===== config.mk =====
export PLATFORM = sky130hd
export DESIGN_NAME = step_move_controller
export DESIGN_NICKNAME = d
export VERILOG_FILES = /design/src/rtl/step_move_controller_pkg.sv /design/src/rtl/step_input_sync.sv /design/src/rtl/step_move_controller.sv
export SDC_FILE = /design/constraint.sdc
export NUM_CORES = 1
export LEC_CHECK = 0
export ABC_AREA = 1
export CAP_MARGIN = 20
export CORE_ASPECT_RATIO = 0.9
export CORE_MARGIN = 2
export CORE_UTILIZATION = 40
export CTS_CLUSTER_DIAMETER = 100
export DETAILED_ROUTE_END_ITERATION = 7
export SYNTH_ARGS = -nofsm -noshare
export SYNTH_HDL_FRONTEND = slang
export SYNTH_SLANG_ARGS = --single-unit

===== constraint.sdc =====
create_clock -name clk -period 4.47 [get_ports clk]
set_input_delay 1.1175 -clock clk [delete_from_list [all_inputs] [get_ports clk]]
set_output_delay 1.1175 -clock clk [all_outputs]
set_load 0.01 [all_outputs]

===== src/rtl/step_move_controller_pkg.sv =====
// step_move_controller_pkg: shared state encoding, direction codes and default widths
package step_move_controller_pkg;
  typedef enum logic [1:0] {IDLE, RUN, DWELL} state_t;
  localparam logic DIR_POS = 1'b0;
  localparam logic DIR_NEG = 1'b1;
  localparam int DEF_CNT_W = 16;
  localparam int DEF_POS_W = 32;
  localparam int DEF_MIN_PERIOD = 4;
endpackage


===== src/rtl/step_input_sync.sv =====
// step_input_sync: synchronises external step/dir pins and flags step rising edges
module step_input_sync (
  input  logic clk,
  input  logic rst_n,
  input  logic ext_step,
  input  logic ext_dir,
  output logic step_edge,
  output logic dir_sync
);
  logic [2:0] s;
  logic [1:0] d;
  // two synchroniser stages plus one history stage for edge detection
  always_ff @(posedge clk or negedge rst_n)
    if (!rst_n) begin
      s <= '0;
      d <= '0;
    end else begin
      s <= {s[1:0], ext_step};
      d <= {d[0], ext_dir};
    end
  assign step_edge = s[1] & ~s[2];
  assign dir_sync = d[1];
endmodule


===== src/rtl/step_move_controller.sv =====
// step_move_controller: sequences timed internal moves or follows external step pins
module step_move_controller
  import step_move_controller_pkg::*;
#(
  parameter int POS_W = DEF_POS_W,
  parameter int CNT_W = DEF_CNT_W,
  parameter int MIN_PERIOD = DEF_MIN_PERIOD,
  parameter int DWELL_CYCLES = 8
) (
  input  logic             clk,
  input  logic             rst_n,
  input  logic             ext_ctrl,
  input  logic             ext_step,
  input  logic             ext_dir,
  input  logic             cmd_valid,
  output logic             cmd_ready,
  input  logic             cmd_dir,
  input  logic [CNT_W-1:0] cmd_steps,
  input  logic [CNT_W-1:0] cmd_period,
  input  logic             abort,
  input  logic             clear_pos,
  output logic [POS_W-1:0] step_pos,
  output logic             step_strobe,
  output logic             busy,
  output logic             done,
  output logic             aborted
);
  state_t state, state_n;
  logic dir, dir_n, done_n, aborted_n, int_step, ext_edge, ext_dir_s, step_any, step_neg;
  logic [CNT_W-1:0] remaining, remaining_n, period, period_n, timer, timer_n, dwell, dwell_n, req_period;
  step_input_sync u_sync (
    .clk(clk),
    .rst_n(rst_n),
    .ext_step(ext_step),
    .ext_dir(ext_dir),
    .step_edge(ext_edge),
    .dir_sync(ext_dir_s)
  );
  assign cmd_ready = (state == IDLE) & ~ext_ctrl;
  assign busy = state != IDLE;
  assign req_period = cmd_period < CNT_W'(MIN_PERIOD) ? CNT_W'(MIN_PERIOD) : cmd_period;
  assign step_any = (ext_ctrl & ext_edge) | int_step;
  assign step_neg = ext_ctrl ? ext_dir_s : dir;
  // next-state: accept commands, pace steps, dwell, and end early on abort or external takeover
  always_comb begin
    state_n = state;
    dir_n = dir;
    remaining_n = remaining;
    period_n = period;
    timer_n = timer;
    dwell_n = dwell;
    done_n = 1'b0;
    aborted_n = 1'b0;
    int_step = 1'b0;
    if (state != IDLE && (abort || ext_ctrl)) begin
      state_n = IDLE;
      done_n = 1'b1;
      aborted_n = 1'b1;
    end else
      case (state)
        IDLE: if (cmd_valid && cmd_ready) begin
          dir_n = cmd_dir;
          remaining_n = cmd_steps;
          period_n = req_period;
          timer_n = req_period - CNT_W'(1);
          done_n = cmd_steps == '0;
          state_n = cmd_steps == '0 ? IDLE : RUN;
        end
        RUN: if (timer == '0) begin
          int_step = 1'b1;
          remaining_n = remaining - CNT_W'(1);
          timer_n = period - CNT_W'(1);
          if (remaining == CNT_W'(1)) begin
            state_n = DWELL_CYCLES == 0 ? IDLE : DWELL;
            done_n = DWELL_CYCLES == 0;
            dwell_n = CNT_W'(DWELL_CYCLES);
          end
        end else
          timer_n = timer - CNT_W'(1);
        DWELL: if (dwell <= CNT_W'(1)) begin
          state_n = IDLE;
          done_n = 1'b1;
        end else
          dwell_n = dwell - CNT_W'(1);
        default: state_n = IDLE;
      endcase
  end
  // sequencer state and completion pulses
  always_ff @(posedge clk or negedge rst_n)
    if (!rst_n) begin
      state <= IDLE;
      dir <= 1'b0;
      remaining <= '0;
      period <= '0;
      timer <= '0;
      dwell <= '0;
      done <= 1'b0;
      aborted <= 1'b0;
    end else begin
      state <= state_n;
      dir <= dir_n;
      remaining <= remaining_n;
      period <= period_n;
      timer <= timer_n;
      dwell <= dwell_n;
      done <= done_n;
      aborted <= aborted_n;
    end
  // position counter; clear wins over any coincident step, which is then dropped
  always_ff @(posedge clk or negedge rst_n)
    if (!rst_n) begin
      step_pos <= '0;
      step_strobe <= 1'b0;
    end else begin
      step_strobe <= step_any & ~clear_pos;
      step_pos <= clear_pos ? '0 : !step_any ? step_pos :
                  step_neg == DIR_NEG ? step_pos - POS_W'(1) : step_pos + POS_W'(1);
    end
endmodule


== Word level (Yosys, flattened, before mapping) ==
Cells that the tools add are included.

* Register bits: 107
* Bits of input ports: 41
* Output and inout port bits: 37

* $add $sub $neg: 7
* Order comparisons: 2
* Equality and inequality tests: 11
* Multiplexer cells: 30
* Bitwise logic cells: 9
* Reduce and logical (&&, ||, !) cells: 15

{| class="wikitable"
|+ Operators with widths
! operator !! count
|-
| 2-to-1 mux 16 bit || 8
|-
| 2-to-1 mux 32 bit || 3
|-
| case mux 16 bit (2 select lines) || 3
|-
| subtractor 16 x 1 -> 16 bit, second input constant || 5
|-
| adder 32 x 1 -> 32 bit, second input constant || 1
|-
| zero test 16 bit || 2
|-
| subtractor 32 x 1 -> 32 bit, second input constant || 1
|-
| == test 16 x 1 -> 1 bit, second input constant || 1
|-
| <= comparator 16 x 1 -> 1 bit, second input constant || 1
|-
| < comparator 16 x 3 -> 1 bit, second input constant || 1
|-
| 2-to-1 mux 2 bit || 5
|-
| 2-to-1 mux 1 bit || 9
|-
| inequality test 3 bit, second input constant || 3
|-
| AND reduction 4 bit || 2
|-
| nonzero test 2 bit || 4
|-
| inequality test 2 bit, second input constant || 3
|-
| case mux 2 bit (3 select lines) || 1
|-
| AND reduction 3 bit || 2
|-
| AND reduction 5 bit || 1
|-
| AND 1 bit || 4
|-
| NOT 1 bit || 4
|-
| inequality test 3 x 1 -> 1 bit, second input constant || 1
|-
| == test 2 x 1 -> 1 bit, second input constant || 1
|-
| == test 2 bit, second input constant || 1
|-
| other kinds (6) || 7
|}

== Longest topological paths before layout ==
Gate-level depths: netlist of the first run.

* Depth after elaboration: 7
* Mapped depth: 17
* Depth with buffers taken out: 17

== Modules after synthesis ==
Synthesis of the first run repeated with hierarchy kept, for this count alone.

* Cell total of the unflattened synthesis: 1069
* Area, all modules: 7609.8 um^2

{| class="wikitable"
|+ By module, submodules not included
! module !! instances !! cells an instance !! area an instance (um^2) !! sequential area each (um^2)
|-
| step_move_controller || 1 || 1062 || 7474.7 || 2552.4
|-
| step_input_sync || 1 || 7 || 135.1 || 125.1
|}

== Least setup slack after synthesis of the first run ==
Ideal clock, no wire load.

* Path kind: input-to-reg
* Start: in ext_ctrl
* End: reg step_pos[17]
* Setup time: 0.117 ns
* Data arrival time: 3.341 ns
* Required time: 4.353 ns
* Path slack: 1.012 ns
* Stages: 13
* Cells stage by stage: inv_1 nand2_1 nand2_1 ha_1 nand3_1 nand2_1 a21oi_1 o21ai_1 nand2_1 o21a_1 or2_0 nand3_1 nand2_1

* Word-level cells in the longest chain between the ends: 5
* Elaborated cells between the ends (all ways): 10
* Those cells by class: mux (5); bitwise (2); reduce/logical (3)

{| class="wikitable"
|+ Ends and longest elaborated chain
! what !! line !! text
|-
| start, declared || step_move_controller.sv:12 || <nowiki>input logic ext_ctrl,</nowiki>
|-
| logical OR 1 bit || step_move_controller.sv:55 || <nowiki>if (state != IDLE && (abort || ext_ctrl)) begin</nowiki>
|-
| logical AND 1 bit || step_move_controller.sv:55 ||
|-
| 2-to-1 mux 1 bit || step_move_controller.sv:55 ||
|-
| bitwise OR 1 bit || step_move_controller.sv:42 || <nowiki>assign step_any = (ext_ctrl & ext_edge) | int_step;</nowiki>
|-
| nonzero test 2 bit (no line) || - ||
|-
| end signal, assigned || step_move_controller.sv:116 || <nowiki>step_pos <= clear_pos ? '0 : !step_any ? step_pos :</nowiki>
|-
| end, declared || step_move_controller.sv:22 || <nowiki>output logic [POS_W-1:0] step_pos,</nowiki>
|}

Parallel ways exist; a longest one is shown, timed or not. The select of a mux whose other input is x is not followed.
A chain may end at the register's enable or synchronous reset.

== Worst setup path in the final report of the first run ==
* Start: in ext_ctrl
* End: reg step_pos[16]

The elaborated chain is that of the path after synthesis.

==> results of run 1 <==
[cell families after synthesis]
kind of cell	Yosys count
simple gates	597
compound gates	197
flops	107
fa+ha+maj	36
xor+xnor	24
buf+inv	130
[power groups by stage]
stage	clock network [mW]	registers, mW	logic (mW)
after floorplan	0	1.23	0.602
after global placement	0	1.26	0.845
after detailed placement	0	1.26	0.857
after CTS	0.788	1.24	0.859
after global routing	0.829	1.27	0.985
final	0.765	1.24	0.858
[layout make-up]
type,count,area share [%]
Multi-Input combinational cell,854,49.2
Sequential cell,107,30.4
Timing Repair Buffer,84,9.46
Inverter,105,4.47
Tap cell,245,3.48
Clock buffer,9,2.56
Clock inverter,6,0.454
[flip-flops by register name (all words and copies together) (netlist names)]
register	flops
step_pos	32
u_sync.d	2
state	2
remaining	16
dwell	16
done	1
u_sync.s	3
aborted	1
dir	1
step_strobe	1
period	16
timer	16
[layout by cell type (no fill, tap or decap), drive strengths merged, types with 4 or more instances in the layout]
| master | count |
|---|---|
| ha | 35 |
| nand3 | 82 |
| nor3 | 12 |
| clkinv | 4 |
| o22ai | 5 |
| inv | 106 |
| or2 | 5 |
| clkdlybuf4s50 | 76 |
| dfrtp | 107 |
| nand2 | 317 |
| nor4 | 9 |
| xor2 | 19 |
| xnor2 | 5 |
| buf | 8 |
| a21o | 4 |
| nand4 | 19 |
| a21oi | 66 |
| o21ai | 104 |
| nor2 | 149 |
| clkbuf | 9 |
[per-layer routing]
metal | vias to the layer above | GRT usage, % | wire, um
met2 | 175 | 31.5 | 8310
li1 | 3738 | - | -
met5 | - | 0 | 0
met4 | 0 | 4.13 | 213
met3 | 15 | 3.33 | 906
met1 | 3247 | 32.4 | 10500
[per-stage QoR]
step                total power [mW]  hold WS [ns]  setup slack (ns)
finish                          2.87         0.344             0.843
global route                    3.08         0.367             0.650
CTS                             2.89         0.352              1.00
detailed placement              2.11         0.342             0.624
global placement                2.10         0.339             0.659
floorplan                       1.83         0.331              1.01
[worst min-delay path by stage]
stage / slack (ns) / end / start
global placement: 0.34 / u_sync.s[1]$_DFF_PN0_ / u_sync.s[0]$_DFF_PN0_
detailed placement: 0.34 / u_sync.s[1]$_DFF_PN0_ / u_sync.s[0]$_DFF_PN0_
global route: 0.37 / u_sync.s[1]$_DFF_PN0_ / u_sync.s[0]$_DFF_PN0_
finish: 0.34 / u_sync.s[1]$_DFF_PN0_ / u_sync.s[0]$_DFF_PN0_
floorplan: 0.33 / u_sync.d[1]$_DFF_PN0_ / u_sync.d[0]$_DFF_PN0_
CTS: 0.35 / u_sync.s[1]$_DFF_PN0_ / u_sync.s[0]$_DFF_PN0_
==> summary.md, run 1 <==
| Metric | Value |
|---|---|
| Status | completed |
| RD Place Congestion | 0.892 |
| Seq pwr share | 43.4% |
| Sink Count | between 100 and 150 |
| Die width | 149 um |
| RSZ-0062 raised after global routing | no |
| Internal Power | 1.81 mW |
| Max-slew violation count | 0 |
| Yosys reg bits | roughly 110 |
| DRT Pass-1 Iters | 5 |
| CTS tree | yes |
| HPWL after detailed placement | 15.0 mm |
| CP delay by family, top | compound AO/OA/AOI/OAI gates |
| Slew HR | 35.1% |
| Synth Area per Inst | 6.90 um2 |
| Cell row count | 47 |
| Global-route wire length before repair | 34.3 mm |
| Reg clk slew, reported paths | 0.08 ns |
| Area share of xor/xnor cells in the synthesized design | 2.79% |
| Global-route usage over all layers | 21.1% |
| Largest family of logic cells by synthesized area | simple AND/OR/NAND/NOR gates |
| Initial Utilization | 40.9% |
| CP Launch Point | ext_ctrl |
| Design Area, Final | between 0.008 and 0.009 mm2 |
| Register area | 0.00268 mm2 |
| R2r setup slk | 1.50 ns |
| Switching Fraction | 36.8% |
| Fin nets | around 1200 |
| P_leak | 4.21 nW |
| YS warnings | 0 |
| Initial antenna violation count | 0 |
| Sequential fraction of the synthesis area | 35.6% |
| Die H | about 130 um |
| Footprint of the multi-input gates | 0.00433 mm2 |
| VDD IR-drop max | 0.000196 V |
| Number of synthesized flops with an enable pin | 0 |
| Cell accounting for the most synthesized area | dfrtp_1 |
| Clock Skew | 0.0117 ns |
| Clock group share of total power | 26.7% |
| Ys async rst share | between 90% and 100% |
| Fill cells | 1945 |
| Grt total ovfl | 0 |
| Worst-path cell chain | clkdlybuf4s50_1 > inv_1 > nand2_1 > nand2_1 > buf_12 > ha_1 > a21oi_1 > nand2_1 > a21oi_1 > o21ai_0 > o21ai_0 > nand2_1 |
| Post-cts hold buffer count | 0 |
| NetSw | between 1 and 1.5 mW |
| Worst Path Required | 4.69 ns |
| Adder-Cell Fraction of Synth Area | under 10% |
| Clk_lat worst skew | 0.36 ns |
| Core ar. | 0.0184 mm2 |
| Post-route DRC | 0 |
| Max-cap violations | 0 |
| Crit Path Max Fanout | 32 |
| Deepest clock path buffer count | 2 |
| Layout Utilization | 47.9% |
| WP buf/inv | 3 |
| Synth top area share | 35.6% |
| Root Buffer | clkbuf_16 |
| Synthesis-to-finish area growth | 17.1% |
| Cell with the most instances after synthesis | nand2_1 |
| Worst reg-to-reg path cell count | 10 |
| Post-route ant nets | 0 |
| Post-CTS Resized | 0 |
| Non-filler cells in the finished layout | around 1400 |
| Initial DRC Count | 477 |
| Post-Syn Area | 0.00753 mm2 |
| Final setup viols | 0 |
| Total CTS buffers | 9 |
| Worst path max stage delay | 0.58 ns |
| Placed cells | 1395 |
| Via count | 7175 |
| Largest net degree at the start of global routing | 66 |
| Netlist cell types | between 40 and 50 |
| Worst hold path depth | 0 |
| Worst Path Arrival | 3.85 ns |
| Mapped Cells | 1091 |
| Total power per unit cell area | around 330 mW/mm2 |
| Synth area leaders | dfrtp_1 36%, nand2_1 16%, nor2_1 6.8% |
| WS Path Type | in -> reg |
| Top cell by count, worst path | nand2_1 |
| Share of layout cells above drive strength 1 | 5.15% |
| Fmax | 0.276 GHz |
| Crit path time final | 3.63 ns |
| Dpl cell area | ~0.0085 mm2 |
| Startpoint types | primary input |
| Post-Synth Simple-Gate Area | 34.5% |
| R2r startpoint | state[1]$_DFFE_PN0P_ |
| Ys flop type | dfrtp_1 |
| Hold Path Class | reg -> reg |
| Post-synthesis compound-gate area fraction | between 10 and 15% |
| Die area | 0.0199 mm2 |
| Post-CTS Setup Inserts | 0 |
| Setup crit end kind | flop |
| Final wirelength | 19.9 mm |
| Vias in the first global route | 6751 |
| Logic pwr share | roughly 30% |
| Worst Max-Slew Pin Slew | 0.972 ns |
| Fin. Hold Viols | 0 |
| Worst setup endpoint | step_pos[16]$_DFFE_PN0P_ |
| Syn_nets | between 1000 and 1500 |
| Post-synthesis mux area share | 0% |
| H-tree depth | 3 |
| Setup TNS Final | 0 ns |
| Number of port buffers | 77 |
| Antenna diodes | 0 |
| Via density per instance | 5.09 |
| Ports | 78 |
| Fin crit share | 81.1% |
| Slowest cell on crit path | clkdlybuf4s50_1 |
| Critical R2R Capture | remaining[13]$_DFFE_PN0P_ |
| Post-synth top cells | 312 x nand2_1, 136 x nor2_1, 107 x dfrtp_1 |
| Wire per inst | 14.1 um |
| Worst path depth | 12 |
No activity file was read; power rests on OpenSTA's default activity.
==> run 2: changes to the inputs <==
- clock period: 4.47 -> 3.2 ns (I/O delays scaled with it)
==> summary.md, run 2 (synthesized netlist as in run 1, its figures left out) <==
| Metric | Value |
|---|---|
| Core ar. | 0.0184 mm2 (unchanged) |
| Post-route ant nets | 0 (unchanged) |
| Post-route DRC | 0 (unchanged) |
| Final wirelength | 20.4 mm (+2.4%) |
| Max-cap violations | 0 (unchanged) |
| RSZ-0062 raised after global routing | no |
| WP buf/inv | 4 (+1) |
| Die area | 0.0199 mm2 (unchanged) |
| Worst Max-Slew Pin Slew | 0.751 ns (-0.222 ns) |
| Fin nets | 1307 (+5.6%) |
| Fin crit share | 95.1% |
| Number of port buffers | 77 (unchanged) |
| Fmax | 0.329 GHz |
| RD Place Congestion | 0.877 (-1.7%) |
| Largest net degree at the start of global routing | 55 (-17%) |
| Seq pwr share | 41.1% (-2.3 points) |
| Non-filler cells in the finished layout | 1480 (+5.0%) |
| Total CTS buffers | 9 (unchanged) |
| Sink Count | 107 (unchanged) |
| Startpoint types | primary input |
| GRT met1 Usage | 32.0% (-0.40 points) |
| Top cell by count, worst path | nand2_1 |
| Switching Fraction | 35.1% (-1.6 points) |
| Footprint of the multi-input gates | 0.00435 mm2 (+0.32%) |
| Setup crit end kind | flop |
| Crit Path Max Fanout | 20 (-38%) |
| Clock group share of total power | 27.7% (+1.0 points) |
| Setup TNS Final | 0 ns (unchanged) |
| Internal Power | 2.75 mW (+52%) |
| Logic pwr share | 31.3% (+1.4 points) |
| Post-CTS Setup Inserts | 0 (unchanged) |
| Status | completed |
| Post-cts hold buffer count | 0 (unchanged) |
| Clock Skew | 0.0150 ns (+0.00327 ns) |
| Root Buffer | clkbuf_16 |
| CTS tree | yes |
| H-tree depth | 3 (unchanged) |
| Register area | 0.00268 mm2 (unchanged) |
| Reg clk slew, reported paths | 0.08 ns (about the same) |
| Share of layout cells above drive strength 1 | 10.6% (+5.5 points) |
| Worst path max stage delay | 0.52 ns (-0.06 ns) |
| Worst Path Arrival | 3.29 ns (-0.56 ns) |
| Initial antenna violation count | 0 (unchanged) |
| Initial DRC Count | 546 (+14%) |
| Grt total ovfl | 0 (unchanged) |
| Number of flip-flops in the largest register | 32 (unchanged) |
| Slowest cell on crit path | clkdlybuf4s50_1 |
| Total power per unit cell area | 450 mW/mm2 (+38%) |
| P_leak | 4.57 nW (+8.5%) |
| Most common cell after layout, fill and taps aside | nand2_1 |
| Initial Utilization | 40.9% (unchanged) |
| Vias in the first global route | 6856 (+1.6%) |
| NetSw | 1.49 mW (+41%) |
| Ports | 78 (unchanged) |
| Worst-path cell chain | clkdlybuf4s50_1 > inv_1 > nand2_1 > nand2_1 > buf_12 > ha_1 > nand2_1 > buf_4 > nor2_1 > a21oi_1 > o21ai_0 > nand2_1 > nand3b_1 > nand2_1 > nand2_1 > o21ai_1 |
| Clk_lat worst skew | 0.37 ns (about the same) |
| Antenna diodes | 0 (unchanged) |
| Grt met2 use | 32.4% (+0.93 points) |
| Max-slew violation count | 0 (unchanged) |
| Die width | 149 um (unchanged) |
| Fill cells | 1862 (-4.3%) |
| Worst hold path depth | 0 (unchanged) |
| Cell row count | 47 (unchanged) |
| WS Path Type | in -> reg |
| HPWL after detailed placement | 15.8 mm (+5.3%) |
| VDD IR-drop max | 0.000257 V (+31%) |
| Die H | 134 um (unchanged) |
| Via density per instance | 5.01 (-1.5%) |
| Global-route wire length before repair | 34.5 mm (+0.62%) |
| Slew HR | 50.0% (+15 points) |
| GR Layer Usage met3 | 3.54% (+0.20 points) |
| Placed cells | 1464 (+4.9%) |
| Worst Path Required | 3.44 ns (-1.25 ns) |
| Fin. Hold Viols | 0 (unchanged) |
| Crit path time final | 3.04 ns |
| Worst path depth | 16 (+4) |
| CP delay by family, top | buffers and inverters |
| Final setup viols | 0 (unchanged) |
| Post-CTS Resized | 0 (unchanged) |
| Most Crowded Layer GR | met2 |
| Hold Path Class | reg -> reg |
| Largest reg by FF count | step_pos |
| DRT Pass-1 Iters | 5 (unchanged) |
| Wire per inst | 13.8 um (-2.4%) |
| Via count | 7418 (+3.4%) |
| Global-route usage over all layers | 21.4% (+0.29 points) |
| Deepest clock path buffer count | 2 (unchanged) |
| Commonest cells after routing, fill and taps aside | 312 x nand2_1, 135 x nor2_1, 107 x dfrtp_1, 100 x inv_1, 90 x o21ai_0 |
| Worst reg-to-reg path cell count | 13 (+3) |
| Synthesis-to-finish area growth | 25.1% |
==> run 2: cell types whose count changed in the layout (fill, tap and decap cells not counted), sizes merged <==
cell | before | now
buf | 8 | 77
clkbuf | 9 | 12
clkinv | 4 | 1
bufinv | 0 | 1
==> run 2: metal layers <==
layer | routed length, um | part of all wire (%)
met5 | 0 | 0
met4 | 190 | 0.93
met3 | 956 | 4.7
met2 | 8750 | 43
met1 | 10500 | 51
==> run 2: layout make-up <==
cell class | count | share of cell area, %
Clock buffer | 12 | 2.62
Clock inverter | 4 | 0.585
Inverter | 105 | 4.19
Multi-Input combinational cell | 854 | 46.2
Sequential cell | 107 | 28.4
Tap cell | 245 | 3.26
Timing Repair Buffer | 153 | 14.7
==> run 2: power by group through the flow <==
stage / Combinational (mW) / Sequential (mW) / Clock [mW]
3_5_place_dp: 1.32 / 1.76 / 0
6_report: 1.32 / 1.74 / 1.17
3_3_place_gp: 1.30 / 1.76 / 0
4_1_cts: 1.32 / 1.74 / 1.21
2_1_floorplan: 0.841 / 1.72 / 0
5_1_grt: 1.52 / 1.77 / 1.26
==> run 2: worst paths after layout <==
check                                            from                       end  slack [ns]
worst max-delay path                         ext_ctrl  step_pos[26]$_DFFE_PN0P_        0.16
worst min-delay path            u_sync.d[0]$_DFF_PN0_     u_sync.d[1]$_DFF_PN0_        0.36
worst min register to register  u_sync.d[0]$_DFF_PN0_     u_sync.d[1]$_DFF_PN0_        0.36
min in group asynchronous                       rst_n     period[6]$_DFFE_PN0P_        0.50
worst max register to register   timer[9]$_DFFE_PN0P_     timer[10]$_DFFE_PN0P_        0.75
max in group asynchronous                       rst_n      timer[2]$_DFFE_PN0P_        2.07
==> run 2: stage by stage <==
stage / instance area [um2] / util, % / worst slack (ns) / hold slack [ns] / power (mW)
2_1_floorplan: 7530 / - / 0.0596 / 0.331 / 2.56
3_3_place_gp: 9100 / 49.4 / -0.221 / 0.336 / 3.06
3_5_place_dp: 9100 / 49.4 / -0.185 / 0.337 / 3.08
4_1_cts: 9400 / 51.1 / 0.184 / 0.355 / 4.28
5_1_grt: 9420 / 51.2 / 0.00702 / 0.358 / 4.55
6_report: 9420 / 51.2 / 0.157 / 0.359 / 4.23
==> run 2: worst reg2reg max path, delay by kind of cell, from the launching register on <==
family	cells	cell delay, ns
and+or+nand+nor	12	1.70
DFF	1	0.41
adders and majority gates	1	0.23
==> run 3: changes to the inputs <==
- CORE_ASPECT_RATIO: 0.9 -> 1.2
- SLEW_MARGIN: not set -> 30
==> summary.md, run 3 (synthesized netlist as in run 1, its figures left out) <==
| Metric | Value |
|---|---|
| Setup TNS Final | 0 ns (unchanged) |
| Initial DRC Count | 397 (-27%) |
| Grt total ovfl | 0 (unchanged) |
| Layout Utilization | 51.9% (+0.75 points) |
| Startpoint types | primary input |
| Die area | 0.0199 mm2 (about the same) |
| Slew HR | 62.1% (+12 points) |
| Dpl cell area | 0.00917 mm2 (+0.70%) |
| VDD IR-drop max | 0.000390 V (+51%) |
| Worst Max-Slew Pin Slew | 0.563 ns (-0.188 ns) |
| Grt met2 use | 36.3% (+3.9 points) |
| Synthesis-to-finish area growth | 26.3% |
| Slowest cell on crit path | ha_1 |
| Final setup viols | 0 (unchanged) |
| Global-route usage over all layers | 21.1% (-0.29 points) |
| P_leak | 4.64 nW (+1.5%) |
| Fin crit share | 84.1% (-11 points) |
| Non-filler cells in the finished layout | 1496 (+1.1%) |
| Worst-path cell chain | dlymetal6s2s_1 > inv_1 > nand2_1 > nand2_1 > buf_12 > buf_12 > ha_1 > nand2_1 > inv_1 > nand2_1 > nand2_1 > nand2_1 > o311ai_0 > buf_4 > a21oi_1 > nand3_1 > nand2_1 > o21ai_0 |
| Post-cts hold buffer count | 0 (unchanged) |
| Clk_lat worst skew | 0.37 ns (about the same) |
| Deepest clock path buffer count | 2 (unchanged) |
| Crit Path Max Fanout | 23 (+15%) |
| GRT met1 Usage | 27.3% (-4.8 points) |
| Vias in the first global route | 7159 (+4.4%) |
| RSZ-0062 raised after global routing | no |
| DP Worst Slack | -0.339 ns (-0.153 ns) |
| Placed cells | 1480 (+1.1%) |
| Core ar. | 0.0183 mm2 (-0.52%) |
| Status | completed |
| Design Area, Final | 0.00950 mm2 (+0.93%) |
| Setup crit end kind | flop |
| Post-route DRC | 0 (unchanged) |
| Worst path max stage delay | 0.32 ns (-0.20 ns) |
| Die width | 129 um (-13%) |
| Initial antenna violation count | 0 (unchanged) |
| Worst setup margin | 0.508 ns (+0.351 ns) |
| HPWL after detailed placement | 15.6 mm (-0.94%) |
| Largest reg by FF count | step_pos |
| Clock Skew | 0.0160 ns (+0.000969 ns) |
| Post-CTS Setup Inserts | 0 (unchanged) |
| Reg clk slew, reported paths | 0.09 ns (about the same) |
| Hold WS | 0.353 ns (-0.00561 ns) |
| Global-route wire length before repair | 34.1 mm (-1.2%) |
| Max-cap violations | 0 (unchanged) |
| Most Crowded Layer GR | met2 |
| Fin. Hold Viols | 0 (unchanged) |
| Max-slew violation count | 0 (unchanged) |
| Post-route ant nets | 0 (unchanged) |
| Worst Path Arrival | 2.94 ns (-0.35 ns) |
| Number of flip-flops in the largest register | 32 (unchanged) |
| CTS tree | yes |
| Worst Path Required | 3.44 ns (about the same) |
| Fmax | 0.371 GHz (+13%) |
| Top cell by count, worst path | nand2_1 |
| Fin nets | 1316 (+0.69%) |
| WS Path Type | in -> reg |
| Sink Count | 107 (unchanged) |
| Root Buffer | clkbuf_16 |
| Die H | 154 um (+15%) |
| H-tree depth | 3 (unchanged) |
| Overall power | 4.35 mW (+2.8%) |
| Total power per unit cell area | 458 mW/mm2 (+1.8%) |
| Total CTS buffers | 9 (unchanged) |
| RD Place Congestion | 0.922 (+5.2%) |
| Final wirelength | 20.2 mm (-0.76%) |
| Hold Path Class | in -> async |
| Largest net degree at the start of global routing | 61 (+11%) |
| Number of port buffers | 77 (unchanged) |
| Cell row count | 54 (+15%) |
| Most common cell after layout, fill and taps aside | nand2_1 |
| Ports | 78 (unchanged) |
| Via density per instance | 5.01 (about the same) |
| GR Layer Usage met3 | 2.97% (-0.56 points) |
| DRT Pass-1 Iters | 5 (unchanged) |
| Antenna diodes | 0 (unchanged) |
| Crit path time final | 2.69 ns (-0.351 ns) |
| Share of layout cells above drive strength 1 | 11.3% (+0.65 points) |
| Initial Utilization | 41.1% (+0.22 points) |
| Via count | 7500 (+1.1%) |
| Wire per inst | 13.5 um (-1.8%) |
| Fill cells | 1826 (-1.9%) |
| Commonest cells after routing, fill and taps aside | 312 x nand2_1, 135 x nor2_1, 107 x dfrtp_1, 100 x inv_1, 93 x o21ai_0 |
run 3: timing repair:
| item | CTS | global route |
|---|---|---|
| gates resized for setup | 0 | 4 |
| endpoints found under the hold margin | 0 | 0 |
| setup endpoints to repair | 0 | 9 |
run 3: final cells by class:
| type | count | area [um2] | area share (%) |
|---|---|---|---|
| multi-input combinational | 854 | 4340 | 45.7 |
| sequential | 107 | 2680 | 28.2 |
| timing repair buffer | 162 | 1450 | 15.2 |
| inverter | 105 | 394 | 4.15 |
| tap | 252 | 315 | 3.32 |
| clock buffer | 9 | 225 | 2.37 |
| clock inverter | 7 | 105 | 1.11 |
run 3: power breakdown:
group / total, mW / leakage, nW / switching [mW] / internal [mW]
clock: 1.28 / 0.159 / 0.580 / 0.702
combinational: 1.34 / 3.15 / 0.776 / 0.564
sequential: 1.73 / 1.33 / 0.171 / 1.56
total: 4.35 / 4.64 / 1.53 / 2.83
run 3: final timing paths:
path / from / end / slack [ns] / cells past startpoint
min in group clk: u_sync.d[0]$_DFF_PN0_ / u_sync.d[1]$_DFF_PN0_ / 0.35 / 0
min reg2reg: u_sync.d[0]$_DFF_PN0_ / u_sync.d[1]$_DFF_PN0_ / 0.35 / 0
min: rst_n / step_pos[14]$_DFFE_PN0P_ / 0.35 / 1
max in group asynchronous: rst_n / remaining[2]$_DFFE_PN0P_ / 2.19 / 2
max reg2reg: timer[9]$_DFFE_PN0P_ / timer[12]$_DFFE_PN0P_ / 0.74 / 13
max: ext_ctrl / step_pos[31]$_DFFE_PN0P_ / 0.51 / 18
run 3: critical path: cells and delay by family:
kind                       cells  cell delay (ns)
AOI/OAI and AO/OA              3             0.38
adders and majority gates      1             0.32
and+or+nand+nor                8             0.62
buffers and inverters          6             0.79
run 3: per-layer routing:
layer  vias up  routed length (um)
met5         -                   0
met2       160                9860
met3        24                 674
li1       3896                   -
met1      3420                9310
met4         0                 393
==> RTL edit 1: new RTL, flow settings as in run 1 <==
Set the package constant `DEF_CNT_W` to 32 (it was 16).
--- a/src/rtl/step_move_controller_pkg.sv
+++ b/src/rtl/step_move_controller_pkg.sv
@@ -5,3 +5,3 @@
   localparam logic DIR_NEG = 1'b1;
-  localparam int DEF_CNT_W = 16;
+  localparam int DEF_CNT_W = 32;
   localparam int DEF_POS_W = 32;
Ports: changed (resized cmd_period and cmd_steps); port bits go from 78 to 110. The function was not compared with the original's and may differ.
==> RTL edit 1 against run 1 <==
Final area rose by 60%. Sequential cell count up 64. Fmax down 6.2%. Critical path depth grew 3. Setup slack got worse by 240 ps. Clock power grew 96%. Power grew to 2.8 times the old value. Non-clock buffer count up 40. Wire length up 78%. Area after synthesis grew 61%. Critical path type unchanged. Critical endpoint is now step_pos[31]. Largest cell class unchanged.
==> RTL edit 1: results (changes against run 1) <==
Status
  – Status: completed

Synthesis
  – Sequential share of the synthesized area: 35.4% (-0.21 points)
  – Adder-cell share of the synthesized area: 3.78% (-2.3 points)
  – Post-synthesis mux area share: 0.165% (+0.17 points)
  – Synth warn: 0 (unchanged)
  – Top cells by area, synth: dfrtp_1, nand2_1, nor2_1
  – XOR/XNOR Fraction of Synth Area: 3.91% (+1.1 points)
  – Synth Area in Compound Gates: 11.3% (-2.9 points)
  – Mapped Nets: 1944 (+66%)
  – Synth top cells by count: nand2_1, nor2_1, dfrtp_1, inv_1, o21ai_0
  – Cell with the most instances after synthesis: nand2_1

Route
  – Vias/cell: 5.08 (-0.16%)
  – DR iter-0 viols: 969 (+100%)
  – Initial DRT Pass Iterations: 5 (unchanged)
  – WL final: 35.4 mm (+78%)

Global route
  – Vias in the first global route: 11500 (+70%)
  – Global-route usage over all layers: 23.1% (+2.0 points)
  – Met2 global-route usage: 36.8% (+5.3 points)
  – Largest net degree at the start of global routing: 71 (+7.6%)
  – Met3 GRT Util: 3.09% (-0.24 points)
  – Initial antenna violation count: 0 (unchanged)
  – First-pass GRT wire length: 59.4 mm (+73%)
  – GR Util met1: 33.4% (+0.93 points)

Clock network
  – Inserted Clock Buffers: 17 (+8)
  – CTS H-tree lvls: 4 (+1)
  – Clock latency at the later pin of the worst-skew pair: 440 ps (+80 ps)
  – Clock slew at reported path FFs: around 70 ps

Cells and area
  – Nets: 2033 (+64%)
  – Layout cells sized above 1: 5.21% (+0.064 points)
  – Fill cell count: 3130 (+61%)

Critical path
  – Critical path peak fanout: 11 (-66%)
  – Arrival time of the worst setup path: 4230 ps (+380 ps)

STA
  – Clock Skew: 17.0 ps (+5.30 ps)
  – Least-Margin Pin Slew: 829 ps (-143 ps)

Placed design
  – Port bufs: 109 (+42%)
  – DP HPWL: 26.4 mm (+77%)
  – Gpl congestion: 0.890 (-0.21%)

Pwr
  – Worst vdd ir: 283 µV (+45%)
  – Leak Pwr: 7.02 nW (+67%)
## RTL edit 1: layer usage
| metal | up-vias | routed length (µm) | part of all wire (%) |
|---|---|---|---|
| li1 | 6089 | - | - |
| met1 | 5526 | 17700 | 50 |
| met2 | 248 | 15800 | 45 |
| met3 | 25 | 1420 | 4.0 |
| met4 | 0 | 439 | 1.2 |
| met5 | - | 0 | 0 |
## RTL edit 1: area by class of cell
type | count | area, µm² | area share (%)
Clock buffer | 24 | 502 | 3.55
Clock inverter | 8 | 82.6 | 0.584
Inverter | 177 | 664 | 4.70
Multi-Input combinational cell | 1433 | 6890 | 48.7
Sequential cell | 171 | 4280 | 30.3
Tap cell | 403 | 504 | 3.57
Timing Repair Buffer | 124 | 1220 | 8.61
## RTL edit 1: critical path: cells and delay by family
family | cells | cell delay, ps
AOI/OAI and AO/OA | 6 | 1180
buffers and inverters | 3 | 740
and+or+nand+nor | 5 | 680
adders and majority gates | 1 | 490
## RTL edit 1: worst paths after layout
path	depth (start not counted)	end	slack [ps]
setup / recovery	15	step_pos[31]	600
hold / removal	0	u_sync.s[1]	350
setup reg to reg	7	remaining[15]	1330
hold reg to reg	0	u_sync.s[1]	350
max in group asynchronous	2	period[15]	3020
min in group asynchronous	1	dwell[7]	620
## RTL edit 1: power by group
group          total, mW  internal, mW  switching [mW]
Combinational       3.98          1.36            2.62
Sequential          2.53          2.08           0.452
Clock               1.50         0.844           0.653
## RTL edit 1: metrics by stage
stage	instance area (µm²)	cells	setup slack, ps
CTS	14100	2340	606
floorplan	12100	1835	840
finish	14100	2340	602
global route	14100	2340	225
global placement	13600	2308	183
detailed placement	13600	2308	146
==> RTL edit 2: new RTL, flow settings as in run 1 <==
Made on the original files. Add an input register stage for `cmd_period`, with the module's reset; this delays it by one clock. The other inputs are not delayed to match.
--- a/src/rtl/step_move_controller.sv
+++ b/src/rtl/step_move_controller.sv
@@ -27,2 +27,13 @@
 );
+
+  logic [CNT_W-1:0] cmd_period_q;
+
+  always_ff @(posedge clk or negedge rst_n) begin
+    if (!rst_n) begin
+      cmd_period_q <= '0;
+    end else begin
+      cmd_period_q <= cmd_period;
+    end
+  end
+
   state_t state, state_n;
@@ -40,3 +51,3 @@
   assign busy = state != IDLE;
-  assign req_period = cmd_period < CNT_W'(MIN_PERIOD) ? CNT_W'(MIN_PERIOD) : cmd_period;
+  assign req_period = cmd_period_q < CNT_W'(MIN_PERIOD) ? CNT_W'(MIN_PERIOD) : cmd_period_q;
   assign step_any = (ext_ctrl & ext_edge) | int_step;
Formal check against the unedited RTL: not equivalent (a bounded check fails within 10 cycles, from zero or initial values and one cycle with rst_n low).
==> RTL edit 2 against run 1 <==
Power up 22%. Sequential share of layout area up 2.4 points. Sequential power up 9.7%. Core utilization up 1.3 points. Setup slack better by 36 ps. Largest power group is now clock. Non-clock buffer count up 2. Sequential cell count up 16. Cell count unchanged. Wire length up 1.2%. Area after synthesis up 3.1%. Critical path type unchanged. Final area up 6.7%. Via count up 1.4%.
==> RTL edit 2: results (changes against run 1) <==
Status
  – Status: completed

STA
  – Final worst setup slack: 879 ps (+35.8 ps)
  – Clock Skew: 10.3 ps (-1.39 ps)
  – Least-Margin Pin Slew: 1010 ps (+41.3 ps)

Critical path
  – Worst Setup EP: step_pos[26]
  – R2r setup slk: 1690 ps (+190 ps)
  – Crit Reg-Reg Endpoint: remaining[11]
  – Crit-path leading delay family: simple AND/OR/NAND/NOR gates
  – R2R cell count: 9 (-1)
  – Arrival time of the worst setup path: 3900 ps (+50 ps)

Global route
  – Vias in the first global route: 6839 (+1.3%)
  – First-pass GRT wire length: 34.0 mm (-1.0%)

Clock network
  – Clock slew at reported path FFs: 60 ps (-20 ps)
  – Inserted Clock Buffers: 17 (+8)
  – Clock latency at the later pin of the worst-skew pair: 420 ps (+60 ps)
  – CTS H-tree lvls: 4 (+1)

Route
  – DR iter-0 viols: 567 (+19%)
  – WL final: 20.1 mm (+1.2%)
  – Wire length per cell: 14.3 µm (+1.2%)
  – Vias/cell: 5.16 (+1.4%)

Placed design
  – Placed Cells: 1379 (-1.1%)
  – Setup WS pre-CTS: 449 ps (-175 ps)
  – DP Area: 8810 µm² (+3.1%)
  – Gpl congestion: 0.938 (+5.2%)

Cells and area
  – Nets: 1225 (-1.1%)
  – Layout cells sized above 1: 5.60% (+0.45 points)
  – Ant. Diodes: 0 (unchanged)

Pwr
  – Worst vdd ir: 245 µV (+25%)
  – Leak Pwr: 4.44 nW (+5.5%)

Synthesis
  – Synth top cells by count: nand2_1, dfrtp_1, nor2_1
  – Top cells by area, synth: dfrtp_1, nand2_1, nor2_1
  – Sequential share of the synthesized area: 39.7% (+4.1 points)
  – Distinct cell type count after synthesis: 42 (-14%)
  – Cells after synthesis: 1072 (-1.7%)
## RTL edit 2: cell types whose count changed in the layout (fill, tap and decap cells not counted), moves of 7 or more
cell / run 1 / this run
a31oi_1: 1 / 8
o21ai_0: 95 / 83
nand2_1: 312 / 323
nor2_1: 135 / 121
dfrtp_1: 107 / 123
clkbuf_16: 9 / 17
xnor2_1: 5 / 12
inv_1: 100 / 81
o31ai_1: 1 / 13
nand3_1: 73 / 63
## RTL edit 2: per-layer routing
| metal | vias to the layer above | global-route usage (%) | share of wire [%] |
|---|---|---|---|
| met5 | - | 0 | 0 |
| met4 | 0 | 4.31 | 1.1 |
| met3 | 18 | 4.40 | 5.4 |
| met2 | 218 | 32.6 | 44 |
| met1 | 3323 | 29.4 | 49 |
| li1 | 3720 | - | - |
## RTL edit 2: worst min-delay path by stage
stage                              to  slack, ps  depth (start not counted)
final                     u_sync.s[1]        350                          0
after global routing      u_sync.d[1]        380                          0
after floorplan           u_sync.d[1]        330                          0
after detailed placement  u_sync.s[1]        330                          0
after global placement    u_sync.s[1]        340                          0
after CTS                 u_sync.s[1]        350                          0
## RTL edit 2: layout make-up
class	count	area (µm²)
Clock buffer	24	502
Clock inverter	7	87.6
Fill cell	1918	9700
Inverter	82	308
Multi-Input combinational cell	838	4250
Sequential cell	123	3080
Tap cell	250	313
Timing Repair Buffer	86	861
## RTL edit 2: worst register-to-register path, delay by kind of cell (launching register included)
| family | cells | cell delay (ps) |
|---|---|---|
| DFF | 1 | 400 |
| buffers and inverters | 1 | 580 |
| and+or+nand+nor | 6 | 1310 |
| AOI/OAI and AO/OA | 2 | 430 |
## RTL edit 2: kinds of logic after synthesis
family	after synthesis	synth area share [%]
AOI/OAI and AO/OA	194	13.9
xor gates and xnor gates	27	3.05
adders and majority gates	36	5.90
buffers and inverters	111	5.68
DFF	123	39.7
and+or+nand+nor	581	31.8
## RTL edit 2: power by group
part / internal, mW / total [mW] / switching [mW]
Clock: 0.887 / 1.39 / 0.501
Combinational: 0.279 / 0.742 / 0.463
Sequential: 1.25 / 1.36 / 0.105
